===== src/rtl/wisc_pkg.sv =====
// Shared WISC-15 constants: PC width and default return-address-stack sizing.
package wisc_pkg;
  localparam int PC_W      = 16;
  localparam int RAS_DEPTH = 8;
  localparam int RAS_PW    = $clog2(RAS_DEPTH);
endpackage : wisc_pkg


===== src/rtl/ras_ptr.sv =====
// Return-address-stack pointer: wrap-around stack pointer plus a count that saturates at DEPTH.
module ras_ptr
  import wisc_pkg::*;
#(
  parameter int DEPTH = RAS_DEPTH,
  parameter int PW    = $clog2(DEPTH),
  parameter int CW    = $clog2(DEPTH) + 1
) (
  input  logic          clk,
  input  logic          rst,
  input  logic          inc,
  input  logic          dec,
  output logic [PW-1:0] sp,
  output logic [CW-1:0] count,
  output logic          empty,
  output logic          full
);

  logic [PW-1:0] sp_d, sp_q;
  logic [CW-1:0] count_d, count_q;

  assign empty = (count_q == '0);
  assign full  = (count_q == CW'(DEPTH));
  assign sp    = sp_q;
  assign count = count_q;

  // inc wins over dec; a push on full still advances sp so the oldest entry is overwritten
  always_comb begin
    sp_d    = sp_q;
    count_d = count_q;
    if (inc) begin
      sp_d = sp_q + PW'(1);
      if (!full) count_d = count_q + CW'(1);
    end else if (dec && !empty) begin
      sp_d    = sp_q - PW'(1);
      count_d = count_q - CW'(1);
    end
  end

  always_ff @(posedge clk or posedge rst) begin
    if (rst) begin
      sp_q    <= '0;
      count_q <= '0;
    end else begin
      sp_q    <= sp_d;
      count_q <= count_d;
    end
  end

endmodule : ras_ptr


===== src/rtl/ret_addr_stack.sv =====
// WISC-15 hardware return-address stack feeding Ret_reg combinationally.
// Optional RAS_ERR_FLAGS_EN adds sticky ovf/unf flags and the err_clr input.
module ret_addr_stack
  import wisc_pkg::*;
#(
  parameter int DEPTH = RAS_DEPTH,
  parameter int AW    = PC_W
) (
  input  logic                     clk,
  input  logic                     rst,
  input  logic                     call,
  input  logic                     ret,
  input  logic                     halt,
  input  logic [AW-1:0]            link_addr,
  output logic [AW-1:0]            ret_addr,
  output logic [$clog2(DEPTH):0]   count,
  output logic                     empty,
  output logic                     full
`ifdef RAS_ERR_FLAGS_EN
  ,
  output logic                     ovf,
  output logic                     unf,
  input  logic                     err_clr
`endif
);

  localparam int PW = $clog2(DEPTH);

  logic          push, pop;
  logic [PW-1:0] sp;
  logic [PW-1:0] top_idx;
  logic [AW-1:0] mem_q [DEPTH];

  // halt > call > ret, matching next-PC priority
  assign push = call & ~halt;
  assign pop  = ret & ~call & ~halt;

  ras_ptr #(.DEPTH(DEPTH)) u_ptr (
    .clk   (clk),
    .rst   (rst),
    .inc   (push),
    .dec   (pop),
    .sp    (sp),
    .count (count),
    .empty (empty),
    .full  (full)
  );

  always_ff @(posedge clk) begin
    if (push) mem_q[sp] <= link_addr;
  end

  assign top_idx  = sp - PW'(1);
  assign ret_addr = empty ? '0 : mem_q[top_idx];

`ifdef RAS_ERR_FLAGS_EN
  logic ovf_d, ovf_q, unf_d, unf_q;

  // a fresh error in the clearing cycle keeps the flag set
  always_comb begin
    ovf_d = (ovf_q & ~err_clr) | (push & full);
    unf_d = (unf_q & ~err_clr) | (pop & empty);
  end

  always_ff @(posedge clk or posedge rst) begin
    if (rst) begin
      ovf_q <= 1'b0;
      unf_q <= 1'b0;
    end else begin
      ovf_q <= ovf_d;
      unf_q <= unf_d;
    end
  end

  assign ovf = ovf_q;
  assign unf = unf_q;
`endif

endmodule : ret_addr_stack


===== config.mk =====
export PLATFORM = sky130hd
export DESIGN_NAME = ret_addr_stack
export DESIGN_NICKNAME = d
export VERILOG_FILES = /design/src/rtl/wisc_pkg.sv /design/src/rtl/ras_ptr.sv /design/src/rtl/ret_addr_stack.sv
export SDC_FILE = /design/constraint.sdc
export NUM_CORES = 1
export LEC_CHECK = 0
export CAP_MARGIN = 15
export CORE_ASPECT_RATIO = 1.4
export CORE_MARGIN = 2
export CORE_UTILIZATION = 47
export CTS_BUF_LIST = sky130_fd_sc_hd__clkbuf_16
export CTS_CLUSTER_DIAMETER = 100
export CTS_CLUSTER_SIZE = 30
export DETAILED_ROUTE_END_ITERATION = 12
export DONT_BUFFER_PORTS = 1
export PLACE_DENSITY = 0.73
export SETUP_SLACK_MARGIN = 0.02
export SLEW_MARGIN = 20
export SYNTH_ARGS = -nofsm -noshare
export SYNTH_HDL_FRONTEND = slang
export SYNTH_SLANG_ARGS = --single-unit
export TNS_END_PERCENT = 10

===== constraint.sdc =====
create_clock -name clk -period 3.2 [get_ports clk]
set_input_delay 0.32 -clock clk [delete_from_list [all_inputs] [get_ports clk]]
set_output_delay 0.32 -clock clk [all_outputs]
set_load 0.02 [all_outputs]

======== Word level (Yosys, flattened, before mapping) ========
Memory sizes are Yosys's and may differ from the RTL's.
Index checks and enable logic that the tools add are counted.
storage, ports and cells
  register bits after elaboration ......... 7
  memory bits (writable) .................. 128
  input bits .............................. 21
  output and inout port bits .............. 22
  memories ................................ 1
  ROM bits ................................ 0
  bits in latches ......................... 0
operators by class
  magnitude comparators ................... 0
  div/mod/pow operators ................... 0
  muxes and demuxes ....................... 8
  $mul .................................... 0
  shift-type cells ........................ 0
  bitwise logic cells ..................... 5
  add/sub/neg operators ................... 4
  reduce and logical (&&, ||, !) cells .... 5
  equality and inequality tests ........... 2
memories
  memory  depth  bits a word  read ports  clocked after Yosys merged registers in  write ports  RTL line              source
  mem_q   8      16           1           0                                        1            ret_addr_stack.sv:32  logic [AW-1:0] mem_q [DEPTH];
operators with widths
  cell                                                                number
  16-bit 2-to-1 mux                                                   1
  4-bit 2-to-1 mux                                                    3
  3-bit 2-to-1 mux                                                    2
  4-bit by 1-bit adder with 4-bit output, second input constant       1
  4-bit == test, second input constant                                1
  4-bit zero test                                                     1
  4-bit by 1-bit subtractor with 4-bit output, second input constant  1
  3-bit by 1-bit adder with 3-bit output, second input constant       1
  1-bit bitwise AND                                                   3
  3-bit by 1-bit subtractor with 3-bit output, second input constant  1
  1-bit 2-to-1 mux                                                    2
  2-bit != test, second input constant                                1
  1-bit inverter                                                      2
  2-bit AND reduction                                                 1
  2-bit nonzero test                                                  1
  1-bit logical AND                                                   1
  1-bit zero test                                                     1

======== Logic depth before layout (Yosys ltp) ========
Gate-level depths: netlist of run 1.
  depth in word-level cells ............... 6
  gate-level depth with buffers ........... 8
  mapped depth without buffers ............ 7

======== Hierarchy ========
From an unflattened synthesis of run 1, not the netlist that was laid out.
unflattened totals
  cells, all modules ...................... 250
  area total of the unflattened synthesis .. 5425.2 µm²
modules (own cells, without submodules)
  module          cells an instance  sequential area each (µm²)  times used  area an instance (µm²)
  ret_addr_stack  207                3843.7                      1           4954.8
  ras_ptr         43                 175.2                       1           470.5

======== Worst setup path before layout of run 1 ========
Ideal clock, no wire load.
  kind .................................... register -> register
  from .................................... register u_ptr.sp_q[0], in the netlist u_ptr.sp[0]
  to ...................................... memory mem_q[0][0] in the netlist's numbering (enable)
  data required time ...................... 2.770 ns
  arrival ................................. 2.279 ns
  cell stages (with the launch flop) ...... 3
  path slack .............................. 0.490 ns
  cells stage by stage .................... dfrtp_1 -> buf_2 -> nor4_1
RTL lines
  element                 RTL line              source
  start, declared         ras_ptr.sv:19         logic [PW-1:0] sp_d, sp_q;
  start signal, assigned  ras_ptr.sv:45         sp_q <= sp_d;
  end, declared           ret_addr_stack.sv:32
No word-level cell before the write port.

======== Worst setup path after layout of run 1 ========
  from .................................... register u_ptr.sp_q[1], in the netlist u_ptr.sp[1]
  to ...................................... output port ret_addr[8]
between the ends
  word-level cells in the longest chain between the ends .. 3
RTL lines
  element                                      RTL line              source
  3-bit by 1-bit subtractor with 3-bit output  ret_addr_stack.sv:53  assign top_idx = sp - PW'(1);
  memory 8 x 16 bit                            -
  16-bit 2-to-1 mux                            ret_addr_stack.sv:54  assign ret_addr = empty ? '0 : mem_q[top_idx];
  end, declared                                ret_addr_stack.sv:15  output logic [AW-1:0] ret_addr,
Every way passes these cells.

==> results.ini, run 1 <==
[pwr]
p_per_area_mw_per_mm2=1050
p_leak_uw=0.00221
p_int_uw=4530
p_seq_share_pct=32.7
p_comb_share_pct=40.0
p_switching_uw=2390
ir_worst_vdd_v=0.000573
swShare_pct=34.5
clkPwrFrac_pct=27.2

[place]
io_buffers=0
post_dp_cell_area_sq_mm=0.00580
hpwlAfterDp_mm=6.02
gp_congestion=0.704

[floorplanning]
die_w_microns=95.1
num_rows=46
dieArea_sq_mm=0.0125
start_util_pct=48.1
die_h_microns=131
core-area_sq_mm=0.0113
ios=43

[min_path]
whs_path_depth=2
hold_class=in -> reg
hp-start=halt
holdPathEnd=u_ptr.count[0]

[clocking]
clk_latency_ns=0.40
cts-root-to-sink-buffers=2
clock_sinks=135
cts-root-buf=clkbuf_16
path_clk_slew_ns=0.06
htree_levels=4
cts_hold_buffers=17
cts-resized-gates=0
post-cts-setup-buffers=0
cts_inserted_buffers=17
cts_tree=done

[routing]
via_count=2752
route.detailed.drc=0
post_drt_wl_per_cell_microns=20.7
wl_mm=10.2
vias_per_cell=5.56
final_antenna_net_count=0
drtPass1Iterations=4
drt_iter0_markers=265

[synth]
syn_avg_cell_area_sq_um=19.1
ys_seq_elements=135
synth_top_cell_area_share_pct=70.4
synthTopCellsByArea=edfxtp_1, mux4_2, dfrtp_1, nand2_1, a21oi_1
async_reset_ff_share_pct=5.19
synth_top_area_cell=edfxtp_1
synth_area_sq_mm=0.00546
ys_warn_count=0
synth_edf_count=128
synth.distinct_cells=39
synth_flop_cell=edfxtp_1
synth_commonest_cells=edfxtp_1, nand2_1, mux4_2, a21oi_1
synth_nets=310
synthCells=285
synth.most_common_cell=edfxtp_1
seq_area_frac_synth_pct=73.7

[global_route]
grt_antenna_before_repair=0
grt_pass1_vias=3001
grt_start_max_net_pins=40
grt.total_usage_pct=18.3
grt_overflow_total=0
grt_pass1_wl_mm=16.4

[sta]
worstMarginPinSlew_ns=0.715
drv_slew=0
relSlewSlack_pct=52.3
setup_tns_ns=0
clock_skew_ns=0.00653
hold_viol_final=0
finalCritPeriodShare_pct=86.8
final.min_clock_period_ns=2.78
fmax_ghz=0.360
setup_violations=0
rsz0062_at_grt=false

[critical_path]
crit_path_cell_trace=inv_1, ha_1, xor2_2, buf_4, nand2_1, a21oi_1, buf_4
cp_top_family=XOR/XNOR gates
worst-path-buf-inv=3
cp_max_fo=10
startpoint_type=register
endpoint_kind=output pin
crit_type=reg -> out
crit_top_cell=buf_4
r2r_cells=4
critPathArrivalTime_ns=2.46
startpoint=u_ptr.sp[1]
rr_endpoint=mem_q[3][7]
ff2ff_setup_slack_ns=0.98
crit-reg2reg-launch=u_ptr.sp[0]
cp.required_ns=2.88
slowest_delay_ns=0.54
crit_slowest_cell=xor2_2

[final_layout]
layout.nets=363
antennaDiodeCount=0
utilization_pct=57.9
final_cell_area_sq_mm=0.00656
drive_gt1_share_pct=30.2
fillers=802
synthToLayoutAreaGrowth_pct=20.2

[run_status]
status=finished, final reports clean

[run]
maxCapViolCount=0

[stage by stage]
step / hold WS, ns / setup slack (ns) / power, uW / cells
after floorplan: 0.123 / 0.490 / 4190 / 285
after global placement: 0.167 / 0.870 / 5010 / 446
after detailed placement: 0.173 / 0.857 / 5040 / 446
after CTS: 0.109 / 0.406 / 6990 / 495
after global routing: 0.139 / 0.273 / 7260 / 495
final: 0.113 / 0.422 / 6920 / 495
[worst max path at each step]
stage                   end  cells past startpoint
3_5_place_dp    ret_addr[8]                      7
4_1_cts        ret_addr[14]                      7
2_1_floorplan   mem_q[0][0]                      2
6_report        ret_addr[8]                      7
5_1_grt        ret_addr[14]                      7
3_3_place_gp   ret_addr[14]                      7
[cell families after synthesis]
logic type,Yosys count,share of synthesized area (%)
buf+inv,19,2.09
mux,34,13.6
compound gates,28,3.10
fa+ha+maj,4,0.917
flops,135,73.7
xor+xnor,6,1.24
simple gates,59,5.43
[power by group through the flow]
stage	registers [uW]	logic, uW	clock network (uW)
after detailed placement	2300	2740	0
final	2260	2770	1890
after floorplan	2240	1940	0
after global placement	2290	2720	0
after global routing	2280	2980	2000
after CTS	2270	2810	1910
[routing by layer]
metal	vias up	global-route usage (%)	part of all wire [%]
met5	-	0	0
met4	0	7.41	1.6
met3	13	5.39	4.6
met2	79	30.3	54
met1	1410	22.1	39
li1	1250	-	-
[layout by cell type (no fill, tap or decap), types with 3 or more instances in the layout]
master,count
bufinv_16,3
inv_1,5
clkinv_2,3
dfrtp_1,6
edfxtp_1,128
xnor2_1,3
ha_1,4
clkinvlp_4,5
nand2_1,37
buf_4,31
nor2_1,5
a21oi_1,18
nor3_2,4
mux4_2,32
clkbuf_16,17
dlygate4sd3_1,17
[layout make-up]
class,count,area [sq um],area share [%]
well taps,144,180,2.75
multi-input cells,131,1350,20.6
flip-flops and latches,135,4020,61.3
inverters,5,18.8,0.286
clock inverters,15,163,2.48
repair buffers,48,403,6.14
clock buffers,17,425,6.48
[state kept, by name, indices dropped and copies added (netlist names)]
name	flops
mem_q	128
u_ptr.count	4
u_ptr.sp	3
Power figures use the tool's default switching activity.
==> run 2, diff against run 1 <==
--- a/config.mk
+++ b/config.mk
@@ -5,6 +5,7 @@
 export SDC_FILE = /design/constraint.sdc
 export NUM_CORES = 1
 export LEC_CHECK = 0
+export ABC_AREA = 0
 export CAP_MARGIN = 15
 export CORE_ASPECT_RATIO = 1.4
 export CORE_MARGIN = 2
==> results of run 2 <==
Same layout as run 1: the final DEF is identical, and so are final timing and power.
==> RTL change 1, RTL diff (config.mk and constraints of run 2) <==
Add a define of `RAS_ERR_FLAGS_EN`.
--- a/src/rtl/ret_addr_stack.sv
+++ b/src/rtl/ret_addr_stack.sv
@@ -2,2 +2,4 @@
 // Optional RAS_ERR_FLAGS_EN adds sticky ovf/unf flags and the err_clr input.
+`define RAS_ERR_FLAGS_EN
+
 module ret_addr_stack
Ports: changed (added err_clr, ovf and unf); port bits go from 43 to 46. No check against the original RTL was run, so the function may have changed too.
==> RTL change 1 against run 2 <==
  * Synthesized cell count is 6.7% higher
  * Combinational power is 12% lower
  * Global-route usage is 1.5 points higher
  * Register-to-register slack better by 0.15 ns
  * Via count is 6.8% higher
  * Final area stayed put
  * Sequential cell count is 2 higher
  * Setup slack worse by 0.12 ns
  * Power is 4.3% lower
  * Worst hold slack better by 0.090 ns
  * Routed wire length is 11% higher
  * Final cell count is 1.6% higher
  * First-iteration DRC count is 40% higher
  * Highest routed layer unchanged
  * Area after synthesis is 1.8% higher
==> RTL change 1: results (changes against run 2) <==
| Stage | Parameter | This run | vs run 2 |
|:---|:---|:---|:---|
| routing | WL met3 | 765 um | +61% |
| timing | Slew at the pin closest to its max-slew limit | 0.680 ns | -0.0352 ns |
| hold path | Destination of the worst hold path | u_ptr.count[2] |  |
| yosys | Sequential fraction of the synthesis area | 73.3% | -0.38 points |
| grt | Met3 usage | 5.87% | +0.48 points |
| setup path | Critical Path Fanout Max | 20 | +10 |
| outcome | Outcome | finished, final reports clean |  |
| grt | Aggregate global-route resource usage | 19.8% | +1.5 points |
| clock tree | Number of hold-repair buffers added at the cts stage | 18 | +1 |
| final layout | Inverters | 8 | +3 |
| setup path | Capture instance of the worst register-to-register path | u_ptr.count[0] |  |
| final layout | Register fraction of the total cell area | 62.0% | +0.76 points |
| setup path | Setup slack, reg-to-reg | 1.13 ns | +0.15 ns |
| setup path | Data arrival time of the worst path | 2.58 ns | +0.12 ns |
| final layout | Fraction of area in clock buffers and inverters | 8.60% | -0.36 points |
| power | Max rail drop VDD | 437 uV | -24% |
| grt | Wire length of the first global-routing pass | 17,800 um | +8.8% |
| final layout | Signal buffers share of area | 5.04% | -1.1 points |
| final layout | Layout filler cell count | 853 | +6.4% |
| setup path | Worst setup path endpoint | ret_addr[1] |  |
| setup path | Cells on worst reg2reg path | 6 | +2 |
| power | Power density over the cells | 1010 mW/mm^2 | -4.3% |
| setup path | Family with the most delay on the worst path | flip-flops |  |
| yosys | Most numerous cell types in the synthesized netlist | edfxtp_1, mux4_2, nand3_1, nand2_1, buf_2 |  |
| timing | Tightest hold margin | 0.204 ns | +0.0903 ns |
| final layout | Buffers outside the clock class | 38 | -21% |
| final layout | Multi-input gate count | 141 | +7.6% |
| place | Cell area after placement | 0.00582 mm^2 | +0.24% |
| final layout | Net count of the finished layout | 369 | +1.7% |
| setup path | Crit path max-delay cell type | dfrtp_2 |  |
| routing | Met2 WL post-DR | 6040 um | +8.5% |
| grt | Maximum number of pins on one net before global-route repair | 24 | -40% |
| grt | Met2 demand-to-capacity share in global routing | 32.1% | +1.8 points |
| routing | Via count | 2,938 | +6.8% |
| grt | Fraction of met1 tracks used by global routing | 24.6% | +2.5 points |
| yosys | Number of nets produced by synthesis | 330 | +6.5% |
| place | Final weighted congestion in routability-driven placement | 0.725 | +3.0% |
| timing | Fin worst setup slack | 0.299 ns | -0.122 ns |
## RTL change 1: power breakdown
| part | leakage, nW | internal (mW) | switching [mW] | total [mW] |
|---|---|---|---|---|
| Clock | 0.279 | 1.13 | 0.710 | 1.84 |
| Sequential | 1.26 | 2.14 | 0.212 | 2.35 |
| Combinational | 0.687 | 0.939 | 1.49 | 2.43 |
| Total | 2.23 | 4.21 | 2.41 | 6.62 |
## RTL change 1: kinds of logic after synthesis
kind of cell / after synthesis / synth area share (%)
flops: 137 / 73.3
simple gates: 78 / 6.83
mux: 32 / 13.0
buf+inv: 26 / 2.41
compound gates: 21 / 2.66
xor+xnor: 6 / 0.946
fa+ha+maj: 4 / 0.901
## RTL change 1: per-stage QoR
| stage | std cells | power, mW | util (%) |
|---|---|---|---|
| after floorplan | 304 | 4.22 | - |
| after global placement | 453 | 4.72 | 49.7 |
| after detailed placement | 453 | 4.78 | 49.7 |
| after CTS | 503 | 6.68 | 56.1 |
| after global routing | 503 | 6.93 | 56.1 |
| final | 503 | 6.62 | 56.1 |
==> RTL change 2, RTL diff (settings of run 2) <==
Without the edit above. Register the output `count`; this adds one clock of latency there. The other outputs are not delayed to match.
--- a/src/rtl/ret_addr_stack.sv
+++ b/src/rtl/ret_addr_stack.sv
@@ -28,2 +28,4 @@
 
+  logic [$clog2(DEPTH):0] count_c;
+
   logic          push, pop;
@@ -43,3 +45,3 @@
     .sp    (sp),
-    .count (count),
+    .count (count_c),
     .empty (empty),
@@ -78,2 +80,6 @@
 
+  always_ff @(posedge clk) begin
+    count <= count_c;
+  end
+
 endmodule : ret_addr_stack
Function: changed (a bounded check fails within 4 cycles, from zero or initial values and one cycle with rst high).
==> RTL change 2 against run 2 <==
  * Clock power is 6% higher
  * Sequential cell count is 4 higher
  * Area after synthesis up 0.62%
  * Global-route usage rose by 0.094 points
  * Routed wire length increased by 4.9%
  * Clock skew grew 0.00055 ns
  * Critical path type unchanged
  * Die area up 0.59%
  * Setup slack improved by 0.084 ns
  * Via count increased by 3.9%
  * Final area rose by 2.0%
  * Highest routed layer unchanged
  * Power grew 3.5%
  * First-iteration DRC count down 11%
==> RTL change 2: results (changes against run 2) <==
| Stage | Parameter | This run | vs run 2 |
|:---|:---|:---|:---|
| outcome | Outcome | finished, final reports clean |  |
| routing | Average wire per cell in the routed design | 21.3 um | +2.9% |
| final layout | Layout filler cell count | 791 | -1.4% |
| power | Leakage dissipation | 2.29 nW | +4.0% |
| yosys | Async set-or-reset flop fraction in the synthesized netlist | 5.04% | -0.15 points |
| timing | Fin worst setup slack | 0.506 ns | +0.0843 ns |
| place | Post-detail-place hpwl | 6150 um | +2.0% |
| yosys | Sequential fraction of the synthesis area | 74.7% | +1.0 points |
| yosys | Most numerous cell types in the synthesized netlist | edfxtp_1, nand2_1, mux4_2, a21oi_1, buf_2 |  |
| yosys | Complex-gate fraction of the synthesized area | 3.19% | +0.095 points |
| setup path | Critical Path Fanout Max | 39 | +29 |
| final layout | Net count of the finished layout | 373 | +2.8% |
| place | Number of buffers added on ports | 0 | unchanged |
| yosys | Number of distinct standard cells referenced by the synthesized netlist | 33 | -15% |
| routing | Vias/cell | 5.66 | +1.8% |
| setup path | Setup slack, reg-to-reg | 1.14 ns | +0.16 ns |
| setup path | Data arrival time of the worst path | 2.37 ns | -0.09 ns |
| yosys | Adder-Cell Fraction of Synth Area | 0.912% | -0.0056 points |
| grt | Initial antenna violation count | 0 | unchanged |
| yosys | Number of nets produced by synthesis | 314 | +1.3% |
| setup path | Delay of the slowest cell on the worst path | 0.59 ns | +0.05 ns |
| power | Max rail drop VDD | 488 uV | -15% |
| final layout | Antenna fix cells | 0 | unchanged |
| setup path | Family with the most delay on the worst path | buffers and inverters |  |
| timing | Slew at the pin closest to its max-slew limit | 0.933 ns | +0.218 ns |
| routing | DRC violation total after the first TritonRoute iteration | 236 | -11% |
| yosys | XOR/XNOR share of the synthesized area | 1.12% | -0.12 points |
| clock tree | Worst-skew pair later-pin latency | 0.42 ns | +0.02 ns |
| final layout | Proportion of layout cells with a drive suffix above 1 | 31.0% | +0.83 points |
| yosys | Post-synthesis instance total | 289 | +1.4% |
| place | Placement-stage worst setup slack | 0.923 ns | +0.0661 ns |
| setup path | Worst setup path endpoint | ret_addr[7] |  |
| setup path | Worst setup path startpoint | u_ptr.sp[0] |  |
| setup path | Crit path max-delay cell type | mux4_2 |  |
| place | Cell area after placement | 0.00591 mm^2 | +1.9% |
| yosys | Largest cells by area after synthesis | edfxtp_1, mux4_2, dfrtp_1 |  |
| grt | Wire length of the first global-routing pass | 16,400 um | +0.29% |
| place | Cell count after placement | 456 | +2.2% |
| yosys | Mux share of post-synthesis cell area | 13.5% | -0.038 points |
| hold path | Worst hold-check path type | in -> async |  |
| routing | Via count | 2,859 | +3.9% |
| setup path | Capture instance of the worst register-to-register path | u_ptr.count[2] |  |
| grt | Vias in the first global route | 2,896 | -3.5% |
| grt | Aggregate global-route resource usage | 18.4% | +0.094 points |
| place | Final weighted congestion in routability-driven placement | 0.704 | about the same |
| timing | Clock Skews | 0.00708 ns | +0.000550 ns |
| setup path | Cells on worst reg2reg path | 3 | -1 |
## RTL change 2: per-layer routing
metal / vias to the layer above / global-route usage (%) / wire [um]
met1: 1480 / 23.4 / 4270
met3: 16 / 4.75 / 636
met4: 0 / 7.65 / 180
met5: - / 0 / 0
met2: 99 / 29.7 / 5660
li1: 1264 / - / -
## RTL change 2: worst reg2reg max path: stages, from the launching register on
cell     delay (ns)
dfrtp_1        0.51
nor4_4         0.87
o22ai_2        0.25
mux2_2         0.31
## RTL change 2: what timing repair did
action	in CTS	in global routing
hold buffers	17	0
gates resized for setup	0	0
buffers inserted	0	0
endpoints found under the hold margin	135	0
## RTL change 2: area by class of cell
| cell class | count | area [um^2] | area share, % |
|---|---|---|---|
| repair buffers | 57 | 470 | 7.03 |
| well taps | 144 | 180 | 2.69 |
| multi-input cells | 129 | 1320 | 19.7 |
| inverters | 4 | 15.0 | 0.224 |
| flip-flops and latches | 139 | 4100 | 61.3 |
| clock inverters | 15 | 185 | 2.77 |
| clock buffers | 17 | 425 | 6.36 |
## RTL change 2: worst min-delay path by stage
stage,start,to,slack (ns),cells after the start
after global placement,rst,u_ptr.count[2],0.16,1
final,rst,u_ptr.count[3],0.28,2
after CTS,rst,u_ptr.count[3],0.29,2
after floorplan,rst,u_ptr.count[0],0.12,1
after detailed placement,rst,u_ptr.count[2],0.17,1
after global routing,rst,u_ptr.count[2],0.30,2
## RTL change 2: power breakdown
| part | internal, mW | leakage (nW) | switching [mW] |
|---|---|---|---|
| Combinational | 1.27 | 0.723 | 1.54 |
| Sequential | 2.19 | 1.27 | 0.170 |
| Clock | 1.29 | 0.300 | 0.711 |
